File: src/rtl/rst_seq_ctrl_pkg.sv
// Shared types and defaults for the reset sequencer slice.
// Latency: n/a (types, constants and elaboration-time helpers only).
// Backpressure: n/a.
package rst_seq_ctrl_pkg;

  localparam int DEF_N_DOM    = 4;
  localparam int DEF_DLY_W    = 8;
  localparam int DEF_HOLD_CYC = 8;

  // Encodings are visible on the optional debug port, so keep them fixed.
  typedef enum logic [2:0] {
    ST_RST     = 3'd0,
    ST_RELEASE = 3'd1,
    ST_RUN     = 3'd2,
    ST_SW_HOLD = 3'd3,
    ST_SW_ACK  = 3'd4
  } seq_state_t;

  // Domain index width; a single domain still needs a one-bit index.
  function automatic int idx_width(input int n);
    return (n > 1) ? $clog2(n) : 1;
  endfunction

  // Hold counter is loaded with HOLD_CYC-1, so clog2(HOLD_CYC) bits suffice.
  function automatic int hold_width(input int h);
    return (h > 1) ? $clog2(h) : 1;
  endfunction

endpackage

File: src/rtl/rst_dly_cnt.sv
// Loadable saturating down-counter with a zero flag.
// Latency: value updates on the clock edge after load/dec; zero is combinational on the count.
// Backpressure: none; load wins over decrement, decrement stops at zero.
module rst_dly_cnt #(
  parameter int W = 8
) (
  input  logic         clk,
  input  logic         rst_n,
  input  logic         load,
  input  logic [W-1:0] load_val,
  input  logic         dec,
  output logic         zero
);

  logic [W-1:0] cnt_q;

  // Count register: load has priority, decrement never wraps below zero.
  always_ff @(posedge clk or negedge rst_n) begin
    if (!rst_n) begin
      cnt_q <= '0;
    end else if (load) begin
      cnt_q <= load_val;
    end else if (dec && (cnt_q != '0)) begin
      cnt_q <= cnt_q - W'(1);
    end
  end

  assign zero = (cnt_q == '0);

endmodule

File: src/rtl/rst_seq_ctrl.sv
// Sequenced per-domain reset release with a software reset hold/ack handshake.
// Latency: domain i releases dly_i+1 cycles after the previous one; sw reset asserts on the sampling edge.
// Backpressure: sw_rst_ack is held until sw_rst_req falls; RST_SEQ_STATUS_EN adds dbg_state/dbg_idx.
module rst_seq_ctrl
  import rst_seq_ctrl_pkg::*;
#(
  parameter int N_DOM    = DEF_N_DOM,
  parameter int DLY_W    = DEF_DLY_W,
  parameter int HOLD_CYC = DEF_HOLD_CYC
) (
  input  logic                   clk,
  input  logic                   rstn_async,
  input  logic [N_DOM*DLY_W-1:0] dly_cfg,
  input  logic                   sw_rst_req,
  output logic [N_DOM-1:0]       rstn_dom,
  output logic                   seq_done,
  output logic                   sw_rst_ack
`ifdef RST_SEQ_STATUS_EN
  ,
  output logic [2:0]                  dbg_state,
  output logic [idx_width(N_DOM)-1:0] dbg_idx
`endif
);

  localparam int IDX_W  = idx_width(N_DOM);
  localparam int HOLD_W = hold_width(HOLD_CYC);
  localparam logic [HOLD_W-1:0] HOLD_LOAD = HOLD_W'(HOLD_CYC - 1);

  logic [1:0]       sync_q;
  logic             rst_sync_n;

  seq_state_t       state_q;
  seq_state_t       state_d;
  logic [IDX_W-1:0] idx_q;
  logic [IDX_W-1:0] idx_d;
  logic [N_DOM-1:0] rel_q;
  logic [N_DOM-1:0] rel_d;
  logic             done_q;
  logic             done_d;
  logic             ack_q;
  logic             ack_d;

  logic             rel_load;
  logic             rel_dec;
  logic             rel_zero;
  logic [DLY_W-1:0] rel_load_val;
  logic             hold_load;
  logic             hold_dec;
  logic             hold_zero;

  logic             last_dom;
  logic [DLY_W-1:0] dly_first;
  logic [DLY_W-1:0] dly_next;

  // Reset synchronizer: asserts immediately, releases two edges after rstn_async rises.
  always_ff @(posedge clk or negedge rstn_async) begin
    if (!rstn_async) begin
      sync_q <= 2'b00;
    end else begin
      sync_q <= {sync_q[0], 1'b1};
    end
  end

  assign rst_sync_n = sync_q[1];

  assign dly_first = dly_cfg[DLY_W-1:0];
  assign last_dom  = (idx_q == IDX_W'(N_DOM - 1));

  // Delay for the domain after the current one; sampled only on its load edge.
  always_comb begin
    dly_next = '0;
    for (int i = 1; i < N_DOM; i++) begin
      if (idx_q == IDX_W'(i - 1)) begin
        dly_next = dly_cfg[i*DLY_W +: DLY_W];
      end
    end
  end

  // State register.
  always_ff @(posedge clk or negedge rst_sync_n) begin
    if (!rst_sync_n) begin
      state_q <= ST_RST;
    end else begin
      state_q <= state_d;
    end
  end

  // Next-state logic; a software request beats a pending domain release.
  always_comb begin
    state_d = state_q;
    case (state_q)
      ST_RST:     state_d = ST_RELEASE;
      ST_RELEASE: begin
        if (sw_rst_req) begin
          state_d = ST_SW_HOLD;
        end else if (rel_zero && last_dom) begin
          state_d = ST_RUN;
        end
      end
      ST_RUN:     if (sw_rst_req) state_d = ST_SW_HOLD;
      ST_SW_HOLD: if (hold_zero) state_d = ST_SW_ACK;
      ST_SW_ACK:  if (!sw_rst_req) state_d = ST_RELEASE;
      default:    state_d = ST_RST;
    endcase
  end

  // Output and datapath control: next release mask, index and counter commands.
  always_comb begin
    idx_d        = idx_q;
    rel_d        = rel_q;
    rel_load     = 1'b0;
    rel_load_val = dly_first;
    rel_dec      = 1'b0;
    hold_load    = 1'b0;
    hold_dec     = 1'b0;
    case (state_q)
      ST_RST: begin
        rel_load = 1'b1;
        idx_d    = '0;
      end
      ST_RELEASE, ST_RUN: begin
        if (sw_rst_req) begin
          rel_d     = '0;
          idx_d     = '0;
          hold_load = 1'b1;
        end else if (state_q == ST_RELEASE) begin
          if (rel_zero) begin
            for (int i = 0; i < N_DOM; i++) begin
              if (idx_q == IDX_W'(i)) rel_d[i] = 1'b1;
            end
            // The last domain keeps its index; there is nothing further to load.
            if (!last_dom) begin
              idx_d        = idx_q + IDX_W'(1);
              rel_load     = 1'b1;
              rel_load_val = dly_next;
            end
          end else begin
            rel_dec = 1'b1;
          end
        end
      end
      ST_SW_HOLD: hold_dec = 1'b1;
      ST_SW_ACK: begin
        // Leaving the ack restarts the sequence exactly as a fresh E0.
        if (!sw_rst_req) begin
          rel_load = 1'b1;
          idx_d    = '0;
        end
      end
      default: ;
    endcase
    done_d = (state_d == ST_RUN);
    ack_d  = (state_d == ST_SW_ACK);
  end

  // Registered outputs so nothing glitches high when the reset lifts.
  always_ff @(posedge clk or negedge rst_sync_n) begin
    if (!rst_sync_n) begin
      idx_q  <= '0;
      rel_q  <= '0;
      done_q <= 1'b0;
      ack_q  <= 1'b0;
    end else begin
      idx_q  <= idx_d;
      rel_q  <= rel_d;
      done_q <= done_d;
      ack_q  <= ack_d;
    end
  end

  assign rstn_dom   = rel_q;
  assign seq_done   = done_q;
  assign sw_rst_ack = ack_q;

  rst_dly_cnt #(.W(DLY_W)) u_rel_cnt (
    .clk      (clk),
    .rst_n    (rst_sync_n),
    .load     (rel_load),
    .load_val (rel_load_val),
    .dec      (rel_dec),
    .zero     (rel_zero)
  );

  rst_dly_cnt #(.W(HOLD_W)) u_hold_cnt (
    .clk      (clk),
    .rst_n    (rst_sync_n),
    .load     (hold_load),
    .load_val (HOLD_LOAD),
    .dec      (hold_dec),
    .zero     (hold_zero)
  );

`ifdef RST_SEQ_STATUS_EN
  // Debug mirror of state and index, registered alongside the outputs.
  always_ff @(posedge clk or negedge rst_sync_n) begin
    if (!rst_sync_n) begin
      dbg_state <= '0;
      dbg_idx   <= '0;
    end else begin
      dbg_state <= state_d;
      dbg_idx   <= idx_d;
    end
  end
`endif

endmodule

File: config.mk
export PLATFORM = sky130hd
export DESIGN_NAME = rst_seq_ctrl
export DESIGN_NICKNAME = d
export VERILOG_FILES = /design/src/rtl/rst_seq_ctrl_pkg.sv /design/src/rtl/rst_dly_cnt.sv /design/src/rtl/rst_seq_ctrl.sv
export SDC_FILE = /design/constraint.sdc
export NUM_CORES = 1
export LEC_CHECK = 0
export CELL_PAD_IN_SITES_DETAIL_PLACEMENT = 2
export CELL_PAD_IN_SITES_GLOBAL_PLACEMENT = 2
export CORE_UTILIZATION = 34
export DETAILED_ROUTE_END_ITERATION = 16
export DONT_BUFFER_PORTS = 1
export MAX_ROUTING_LAYER = met4
export PLACE_DENSITY_LB_ADDON = 0.25
export RECOVER_POWER = 50
export SYNTH_ARGS = -nofsm -noshare
export SYNTH_HDL_FRONTEND = slang
export SYNTH_SLANG_ARGS = --single-unit
File: constraint.sdc
create_clock -name clk -period 0.8 [get_ports clk]
set_clock_uncertainty 0.05 [all_clocks]
set_input_delay 0.24 -clock clk [delete_from_list [all_inputs] [get_ports clk]]
set_output_delay 0.24 -clock clk [all_outputs]
set_load 0.05 [all_outputs]
==> run metrics, run 1 <==
gpl congestion between 0.8 and 0.9; Post-synth EDFFs 0; outcome did not finish; Worst EP post-GRT repair u_rel_cnt.cnt_q[7]$_DFFE_PN0P_/D; initial antenna violation count 1; Starting Density 36.5%; sequential area share after synthesis 36.5%; post-synthesis net count between 200 and 250; tool error [ERROR DPL-0033] detailed placement checks failed during check placement.; H-tree levels 1; Die Y between 70 and 80 µm; port bufs 0; row cnt 24; Placed Instances 278; clk sinks 24; dpl ws -1350 ps; Area contributors post-synth dfrtp_1, ha_1, nand2_1, a21oi_1, nor2_1; Yosys top cell area share 36.5%; HPWL Detailed 5180 µm; synthesis warning total 0; Yosys top cell by area dfrtp_1; chip width 71.6 µm; pin count of the biggest net entering global routing 23; Yosys reg bits 24; Post-Synthesis Cells 181; CTS Buf Count 3; Halt Stage global routing; Syn Area/Cell roughly 9.1 µm²; post-synth cell types between 50 and 60; worst-case clock buffer depth 2; placed instance area around 2200 µm²; WEP type sequential cell input; Syn Std Cell Area roughly 1600 µm²; I/O pins 41; ys flop type dfrtp_1; Post-synth ARST share 100%; root buf cell clkbuf_8
## Yosys cell counts, types with 2 or more instances
master and instances:
o31ai_1 2, nand3_1 7, a31oi_1 3, nand2_1 19, dfrtp_1 24, or4b_4 2
inv_1 8, nor4b_1 2, nor2_1 11, a2111oi_0 2, a21oi_1 14, xnor2_1 3
and3_1 2, nor3_1 5, ha_1 7, clkbuf_1 6, or2_2 2, nor2b_1 3
buf_6 2, a211o_2 3, o21ai_0 8, nand3b_1 3, a41oi_1 3, nand4_1 2
a211oi_1 3, nand2b_1 6
## kinds of logic after synthesis
family | Yosys count | share of synthesized area, %
adders and majority gates | 7 | 5.32
other | 1 | 0.228
muxes | 1 | 0.608
DFF | 24 | 36.5
xor gates and xnor gates | 4 | 2.13
AOI/OAI and AO/OA | 55 | 25.6
buffers and inverters | 18 | 5.32
and+or+nand+nor | 71 | 24.3
## per-stage QoR
stage          utilization [%]  setup TNS [ps]
4_1_cts                   57.2          -22760
3_5_place_dp              49.1          -22300
3_3_place_gp              49.1          -20100
2_1_floorplan                -          -17050
## timing repair
item | CTS
pin swaps | 16
resized for setup | 43
hold buffers | 1
setup endpoints to repair | 28
hold endpoints to repair | 2
buffers inserted | 11
==> run 2: changes to the inputs <==
- CELL_PAD_IN_SITES_DETAIL_PLACEMENT: 2 -> default
- CELL_PAD_IN_SITES_GLOBAL_PLACEMENT: 2 -> default
- CORE_UTILIZATION: 34 -> 40
- MAX_ROUTING_LAYER: met4 -> default
- PLACE_DENSITY_LB_ADDON: 0.25 -> 0.15
- clock period: 0.8 -> 1 ns (I/O delays scaled with it)
==> run metrics, run 2 <==
top cells by count, synth dfrtp_1, nand2_1, a21oi_1, nor2_1; Remaining DRCs 0; CP max FO 5; Final setup viols 28; sequential area share after synthesis 36.5% (unchanged); fmax 0.481 GHz; MaxCap Viol Count 0; Antenna Cells 0; final hold vios 0; Nets ~270; HPWL Detailed 3200 µm (-38%); leakage 1.01 nW; port bufs 0 (unchanged); final-report max-slew violation count 0; Post-Synthesis Cells 181 (unchanged); Worst Setup EP u_rel_cnt.cnt_q[4]$_DFFE_PN0P_; grt ovf 0; post-synth cell types 55 (unchanged); outcome finished, violations left; Largest register FFs 8; Reg clk slew, reported paths around 90 ps; row cnt 22 (-8.3%); ys flop type dfrtp_1; Yosys reg bits 24 (unchanged); routed vias/inst about 5.7; placed instance area 2070 µm² (-6.2%); Critical Path RT between 1000 and 1500 ps; final std cells w/o fill 275; Area Growth Syn to Fin 44.7%; chip width 66.1 µm (-7.6%); pin count of the biggest net entering global routing 23; unrepaired setup endpoints after global routing yes; Peak VDD IR around 870 µV; worst skew pair latency 260 ps; internal reg-to-reg setup slack -1080 ps; CTS Buf Count 3 (unchanged); worst-case clock buffer depth 2 (unchanged); Post-synth ARST share 100% (unchanged); failing checks negative setup slack; I/O pins 41 (unchanged); post-synthesis net count 223 (unchanged); initial antenna violation count 0; Syn Area/Cell 9.09 µm² (unchanged); commonest non-fill, non-tap cell in the layout buf_4; critical path type reg -> reg; layout cell share with drive strength beyond 1 48.0%; Starting DRT DRC Count between 70 and 80; Biggest register u_rel_cnt.cnt_q; root buf cell clkbuf_8; synthesis warning total 0 (unchanged); register area roughly 610 µm²; most frequent cells in the layout buf_4, dfrtp_1, nand2_1; reg-to-reg critical path startpoint u_rel_cnt.cnt_q[0]$_DFFE_PN0P_; Worst Setup Start Kind register; core area 3800 µm²; Final Cycle Share 208%; Die Y 66.1 µm (-7.6%); Final Cell Area 2380 µm²; Syn Std Cell Area 1650 µm² (unchanged); Placed Instances 264 (-5.0%); R2R Path End u_rel_cnt.cnt_q[4]$_DFFE_PN0P_; Multi-input gate area about 1200 µm²; Util after Layout 62.7%; Starting Density 43.3% (+6.8 points); Power Density 2370 nW/µm²; Tmin final 2080 ps; drt pass-1 iters 4; Slew HR 61.6%; Post-synth EDFFs 0 (unchanged); worst reg2reg path depth 8; vias 1555; fin worst setup slack -1080 ps; Layout fillers 317; TritonCTS clock tree built; post-route ant nets 0; Yosys top cell area share 36.5% (unchanged); count leader, synth dfrtp_1; first-pass GRT wire length 7350 µm; worst hold slack roughly 130 ps; gpl congestion 0.840 (+3.8%); Yosys top cell by area dfrtp_1; CP endpoint kind register; H-tree levels 1 (unchanged); CP arrival 2190 ps; number of global-route vias before repair 1598; post-DR wirelength/cell 16.3 µm; Hold Path Class in -> reg; Area contributors post-synth dfrtp_1, ha_1, nand2_1, a21oi_1, nor2_1; die area between 4000 and 5000 µm²; Post-Route WL approximately 4500 µm; crit path launch u_rel_cnt.cnt_q[0]$_DFFE_PN0P_; clk sinks 24 (unchanged); Tightest Pin Transition 576 ps; GRT Util Overall 22.1%
[run 2: stage by stage]
step	setup WS, ps	total power [W]	TNS (ps)
5_1_grt	-1170	0.00602	-17960
3_3_place_gp	-1010	0.00424	-14280
3_5_place_dp	-1060	0.00430	-15280
4_1_cts	-1040	0.00532	-15460
2_1_floorplan	-1060	0.00332	-12610
6_report	-1080	0.00565	-15830
[run 2: kinds of logic after synthesis]
family / count (synthesis) / share of synthesized area [%]
AO/OA/AOI/OAI: 55 / 25.6
XOR/XNOR: 4 / 2.13
adder cells (fa/ha/maj): 7 / 5.32
buffers and inverters: 18 / 5.32
flip-flops: 24 / 36.5
multiplexers: 1 / 0.608
other: 1 / 0.228
AND/OR/NAND/NOR: 71 / 24.3
[run 2: timing repair]
| action | CTS | global route |
|---|---|---|
| hold endpoints to repair | 2 | 0 |
| gates cloned | 1 | 0 |
| hold buffers | 1 | 0 |
| resized for setup | 29 | 20 |
| pin swaps | 8 | 10 |
| setup buffers | 4 | 2 |
| endpoints found under the setup margin | 28 | 28 |
[run 2: report_power, final]
| part | total (W) | switching (W) | internal, W |
|---|---|---|---|
| Clock | 0.000578 | 0.000309 | 0.000269 |
| Combinational | 0.00362 | 0.00172 | 0.00190 |
| Sequential | 0.00146 | 0.000188 | 0.00127 |
| Total | 0.00565 | 0.00222 | 0.00344 |
[run 2: how the worst min path moves through the flow]
stage / from / endpoint / cells after the start
4_1_cts: dly_cfg[2] / u_rel_cnt.cnt_q[2]$_DFFE_PN0P_ / 2
2_1_floorplan: rstn_async / sync_q[0]$_DFF_PN0_ / 0
3_5_place_dp: rstn_async / sync_q[0]$_DFF_PN0_ / 0
6_report: sw_rst_req / u_hold_cnt.cnt_q[0]$_DFFE_PN0P_ / 2
5_1_grt: dly_cfg[1] / u_rel_cnt.cnt_q[1]$_DFFE_PN0P_ / 2
3_3_place_gp: rstn_async / sync_q[1]$_DFF_PN0_ / 0
[run 2: metal layers]
| metal | GRT usage, % | wire (µm) | share of wire, % | up-vias |
|---|---|---|---|---|
| met4 | 5.85 | 17 | 0.38 | 0 |
| li1 | - | - | - | 761 |
| met2 | 36.0 | 2190 | 49 | 46 |
| met3 | 4.14 | 259 | 5.8 | 2 |
| met1 | 29.9 | 2020 | 45 | 746 |
| met5 | 0 | 0 | 0 | - |
[run 2: cell type report]
type | count | area share (%)
clock buffers | 3 | 1.73
inverters | 8 | 1.26
multi-input cells | 139 | 49.9
flip-flops and latches | 24 | 25.4
well taps | 48 | 2.52
repair buffers | 53 | 19.2
[run 2: worst max-delay path, cell delays in order (launching register included)]
cell,delay [ps]
dfrtp_1,400
inv_2,90
ha_4,130
buf_4,100
buf_6,90
nor4b_4,260
a31oi_1,190
or2_2,380
a32o_1,280
Power figures use the tool's default switching activity.
==> run 3: changes to the inputs <==
- PLACE_DENSITY_LB_ADDON: 0.15 -> default
==> run metrics, run 3 (same netlist as run 2, synthesis figures left out) <==
final-report max-slew violation count 0 (unchanged); leakage 1.06 nW (+4.6%); port bufs 0 (unchanged); worst skew pair latency 280 ps (+20 ps); Power Density 2460 nW/µm² (+3.7%); worst-case clock buffer depth 2 (unchanged); Reg clk slew, reported paths 90 ps (about the same); I/O pins 41 (unchanged); Top Layer Used met4; failing checks negative setup slack; fmax 0.478 GHz (-0.58%); Slowest-stage cell, CP or4b_4; met2 routed WL 2480 µm (+13%); CTS Buf Count 3 (unchanged); Largest register FFs 8 (unchanged); chip width 66.1 µm (unchanged); CP endpoint kind register; TritonCTS clock tree built; outcome finished, violations left; clk sinks 24 (unchanged); Placed Instances 268 (+1.5%); Worst path max stage delay 500 ps (+100 ps); GRT Util Overall 24.7% (+2.6 points); post-DR wirelength/cell 18.0 µm (+10%); core area 3800 µm² (unchanged); Buf+Inv Stages, Crit Path 3 (unchanged); Peak VDD IR 1120 µV (+29%); Crit path max-delay family simple AND/OR/NAND/NOR gates; Slew HR 59.2% (-2.5 points); routed vias/inst 5.92 (+4.7%); first-pass GRT wire length 8150 µm (+11%); MaxCap Viol Count 0 (unchanged); layout cell share with drive strength beyond 1 48.5% (+0.49 points); Remaining DRCs 0 (unchanged); drt pass-1 iters 4 (unchanged); commonest non-fill, non-tap cell in the layout buf_4; Metal-1 WL 2310 µm (+14%); die area 4370 µm² (unchanged); Die Y 66.1 µm (unchanged); Most Frequent Cell on Critical Path buf_4; row cnt 22 (unchanged); unrepaired setup endpoints after global routing yes; Util after Layout 65.7% (+3.0 points); CP Cell Sequence inv_2 > ha_4 > or4b_4 > buf_4 > nor4b_4 > buf_4 > o41a_1 > mux2i_1; Layout fillers 312 (-1.6%); Antenna Cells 0 (unchanged); CP max FO 3 (-2); Biggest register u_rel_cnt.cnt_q; critical path type reg -> reg; CP arrival 2210 ps (+20 ps); number of global-route vias before repair 1712 (+7.1%); Final Cycle Share 209% (+1.2 points); Post-Route WL 5100 µm (+14%); Critical Path RT 1120 ps (about the same); most frequent cells in the layout buf_4, dfrtp_1, nand2_1; initial antenna violation count 0 (unchanged); final std cells w/o fill 283 (+2.9%); Starting DRT DRC Count 65 (-13%); Tmin final 2090 ps (+12.2 ps); pin count of the biggest net entering global routing 23 (unchanged); metal3 WL 220 µm (-15%); Hold Path Class in -> reg; Worst Setup Start Kind register; final hold vios 0 (unchanged); Area Growth Syn to Fin 51.7%; Starting Density 43.3% (unchanged); Tightest Pin Transition 612 ps (+35.8 ps); fin worst setup slack -1090 ps (-12.2 ps); post-route ant nets 0 (unchanged); HPWL Detailed 3530 µm (+10%); Final setup viols 28 (unchanged); grt ovf 0 (unchanged); vias 1676 (+7.8%); root buf cell clkbuf_8; gpl congestion 0.895 (+6.6%); Nets 278 (+2.6%); H-tree levels 1 (unchanged)
-- run 3: cell types whose count changed in the layout (fill, tap and decap cells not counted), sizes merged --
cell / delta
buf: +7
clkbuf: +1
-- run 3: path summary, 6_finish.rpt --
kind                                                startpoint                             end  slack (ps)  depth (start not counted)
worst max-delay path            u_rel_cnt.cnt_q[1]$_DFFE_PN0P_            idx_q[0]$_DFFE_PN0P_       -1090                          8
worst min-delay path                                dly_cfg[2]  u_rel_cnt.cnt_q[2]$_DFFE_PN0P_         130                          2
worst max register to register  u_rel_cnt.cnt_q[1]$_DFFE_PN0P_            idx_q[0]$_DFFE_PN0P_       -1090                          8
worst min register to register             sync_q[1]$_DFF_PN0_  u_rel_cnt.cnt_q[7]$_DFFE_PN0P_         280                          1
max in group asynchronous                  sync_q[1]$_DFF_PN0_         rstn_dom[3]$_DFFE_PN0P_         190                          1
min in group asynchronous                           rstn_async             sync_q[1]$_DFF_PN0_         190                          1
-- run 3: final cells by class --
cell class	count	area [µm²]	share of cell area, %
Timing Repair Buffer	60	528	21.2
Sequential cell	24	606	24.3
Tap cell	48	60.1	2.41
Clock buffer	4	55.1	2.21
Inverter	8	32.5	1.30
Multi-Input combinational cell	139	1210	48.7
-- run 3: where the power goes --
part | total [W] | switching [W] | internal [W]
logic | 0.00396 | 0.00189 | 0.00207
registers | 0.00148 | 0.000211 | 0.00127
clock network | 0.000704 | 0.000351 | 0.000353
-- run 3: through the flow --
stage	power [W]	cell area (µm²)	hold WS, ps	setup slack, ps	setup TNS, ps
global route	0.00647	2500	130	-1180	-18230
detailed placement	0.00448	2100	-45.5	-1080	-15510
CTS	0.00574	2390	121	-1040	-15520
floorplan	0.00332	1720	-45.6	-1060	-12610
global placement	0.00431	2100	-45.5	-1060	-14380
finish	0.00615	2500	125	-1090	-16720
-- run 3: metal layers --
metal | vias up | track usage (%)
li1 | 783 | -
met4 | 0 | 7.71
met2 | 53 | 41.1
met1 | 829 | 32.9
met5 | - | 0
met3 | 11 | 3.45
-- run 3: repair_timing --
item                       CTS  global route
pin swaps                   13            11
cloned                       1             0
gates resized for setup     42            15
setup endpoints to repair   28            28
setup buffers                3             8
hold endpoints to repair     2             0
hold buffers                 1             0
==> run 4: changes to the inputs <==
- CORE_MARGIN: default -> 2
- HOLD_SLACK_MARGIN: default -> 0.05
==> run metrics, run 4 (same netlist as run 2, synthesis figures left out) <==
CP max FO 4 (+1); Nets 275 (-1.1%); placed instance area 2080 µm² (-1.3%); failing checks negative setup slack; Starting Density 41.4% (-1.9 points); met3 Use GR 3.78% (+0.33 points); drt pass-1 iters 4 (unchanged); root buf cell clkbuf_8; unrepaired setup endpoints after global routing yes; Final Cell Area 2450 µm² (-1.7%); HPWL Detailed 3350 µm (-5.0%); worst-case clock buffer depth 2 (unchanged); Final Cycle Share 203% (-6.4 points); sequential share of power 23.9% (-0.2 points); critical path type reg -> reg; CTS Buf Count 3 (unchanged); first-pass GRT wire length 7760 µm (-4.7%); commonest non-fill, non-tap cell in the layout buf_4; worst skew pair latency 270 ps (about the same); post-route ant nets 0 (unchanged); Area Growth Syn to Fin 49.1%; die area 4640 µm² (+6.1%); H-tree levels 1 (unchanged); leakage 1.05 nW (-1.3%); CP Cell Sequence inv_2 > ha_4 > or4b_4 > nor4_4 > buf_4 > a311oi_2 > o32a_1; grt peak-use layer met2; fmax 0.493 GHz (+3.2%); Tmin final 2030 ps (-64.1 ps); fin worst setup slack -1030 ps (+64.1 ps); MaxCap Viol Count 0 (unchanged); Layout fillers 336 (+7.7%); Net Sw Frac 37.9% (-2.0 points); Final setup viols 28 (unchanged); final-report max-slew violation count 0 (unchanged); initial antenna violation count 0 (unchanged); GRT Util Overall 22.2% (-2.5 points); Util after Layout 61.8% (-3.9 points); Tightest Pin Transition 584 ps (-27.5 ps); grt met2 use 36.0% (-5.0 points); TritonCTS clock tree built; Slowest-stage cell, CP or4b_4; routed vias/inst 5.68 (-4.1%); switching power 0.00232 W (-5.6%); internal power 0.00380 W (+2.8%); Peak VDD IR 969 µV (-14%); row cnt 23 (+4.5%); CP endpoint kind register; Starting DRT DRC Count 67 (+3.1%); Remaining DRCs 0 (unchanged); grt ovf 0 (unchanged); vias 1601 (-4.5%); I/O pins 41 (unchanged); Design Power 0.00612 W (-0.51%); M1 GR Usage 31.2% (-1.7 points); CP arrival 2150 ps (-60 ps); clk sinks 24 (unchanged); Antenna Cells 0 (unchanged); Worst Setup Start Kind register; Largest register FFs 8 (unchanged); Slew HR 61.1% (+1.9 points); Die Y 68.1 µm (+3.0%); post-DR wirelength/cell 16.6 µm (-7.6%); Hold Path Class in -> reg; Critical Path RT 1120 ps (about the same); clock power share 14.5% (+3.0 points); Comb power frac 61.6% (-2.9 points); Power Density 2490 nW/µm² (+1.2%); layout cell share with drive strength beyond 1 46.6% (-2.0 points); port bufs 0 (unchanged); gpl congestion 0.910 (+1.7%); outcome finished, violations left; dpl ws -1030 ps (+41.3 ps); pin count of the biggest net entering global routing 23 (unchanged); chip width 68.1 µm (+3.0%); Post-Route WL 4700 µm (-8.0%); Worst path max stage delay 490 ps (about the same); Biggest register u_rel_cnt.cnt_q; most frequent cells in the layout buf_4, dfrtp_1, nand2_1; core area 3970 µm² (+4.5%); final hold vios 0 (unchanged); Reg clk slew, reported paths 90 ps (about the same); number of global-route vias before repair 1609 (-6.0%)
==> run 4: final timing paths <==
kind                                                startpoint  slack [ps]                              end  cells after the start
worst max-delay path            u_rel_cnt.cnt_q[0]$_DFFE_PN0P_       -1030   u_rel_cnt.cnt_q[7]$_DFFE_PN0P_                      7
worst min-delay path                                sw_rst_req         130  u_hold_cnt.cnt_q[2]$_DFFE_PN0P_                      2
min in group asynchronous                           rstn_async         190              sync_q[0]$_DFF_PN0_                      1
worst min register to register             sync_q[1]$_DFF_PN0_         280  u_hold_cnt.cnt_q[0]$_DFFE_PN0P_                      1
max in group asynchronous                  sync_q[1]$_DFF_PN0_         200          rstn_dom[1]$_DFFE_PN0P_                      1
worst max register to register  u_rel_cnt.cnt_q[0]$_DFFE_PN0P_       -1030   u_rel_cnt.cnt_q[7]$_DFFE_PN0P_                      7
==> run 4: layout make-up <==
type,count,area [µm²],share of cell area (%)
Tap cell,50,62.6,2.55
Clock buffer,3,41.3,1.68
Inverter,8,30.0,1.22
Sequential cell,24,606,24.7
Timing Repair Buffer,57,494,20.1
Multi-Input combinational cell,139,1190,48.5
Clock inverter,1,30.0,1.22
==> run 4: layer usage <==
metal / share of wire (%) / up-vias
met5: 0 / -
met4: 0.98 / 0
met3: 3.9 / 6
met2: 48 / 39
met1: 47 / 781
li1: - / 775
==> run 4: through the flow <==
step | setup TNS [ps] | hold slack [ps] | cells
after floorplan | -12610 | -45.6 | 181
after global placement | -14010 | -45.5 | 266
after detailed placement | -14800 | -45.5 | 266
after CTS | -15350 | 129 | 280
after global routing | -17590 | 146 | 282
final | -15750 | 131 | 282
==> run 4: what timing repair did <==
action	4_1_cts	5_1_grt
gates resized for setup	39	10
buffers inserted	9	2
gates cloned	1	0
endpoints found under the hold margin	2	0
setup endpoints to repair	28	28
pin swaps	20	17
hold buffers	1	0
==> run 4: power by group through the flow <==
stage	Combinational (W)	Sequential, W	Clock, W
after CTS	0.00358	0.00145	0.000893
after global placement	0.00280	0.00145	0
final	0.00377	0.00146	0.000885
after detailed placement	0.00289	0.00147	0
after global routing	0.00405	0.00150	0.000936
after floorplan	0.00171	0.00161	0
==> run 4: worst max-delay path: cells and delay by family, from the launching register on <==
family	cells	cell delay, ps
AO/OA/AOI/OAI	2	330
AND/OR/NAND/NOR	2	760
adder cells (fa/ha/maj)	1	130
buffers and inverters	2	260
flip-flops	1	400
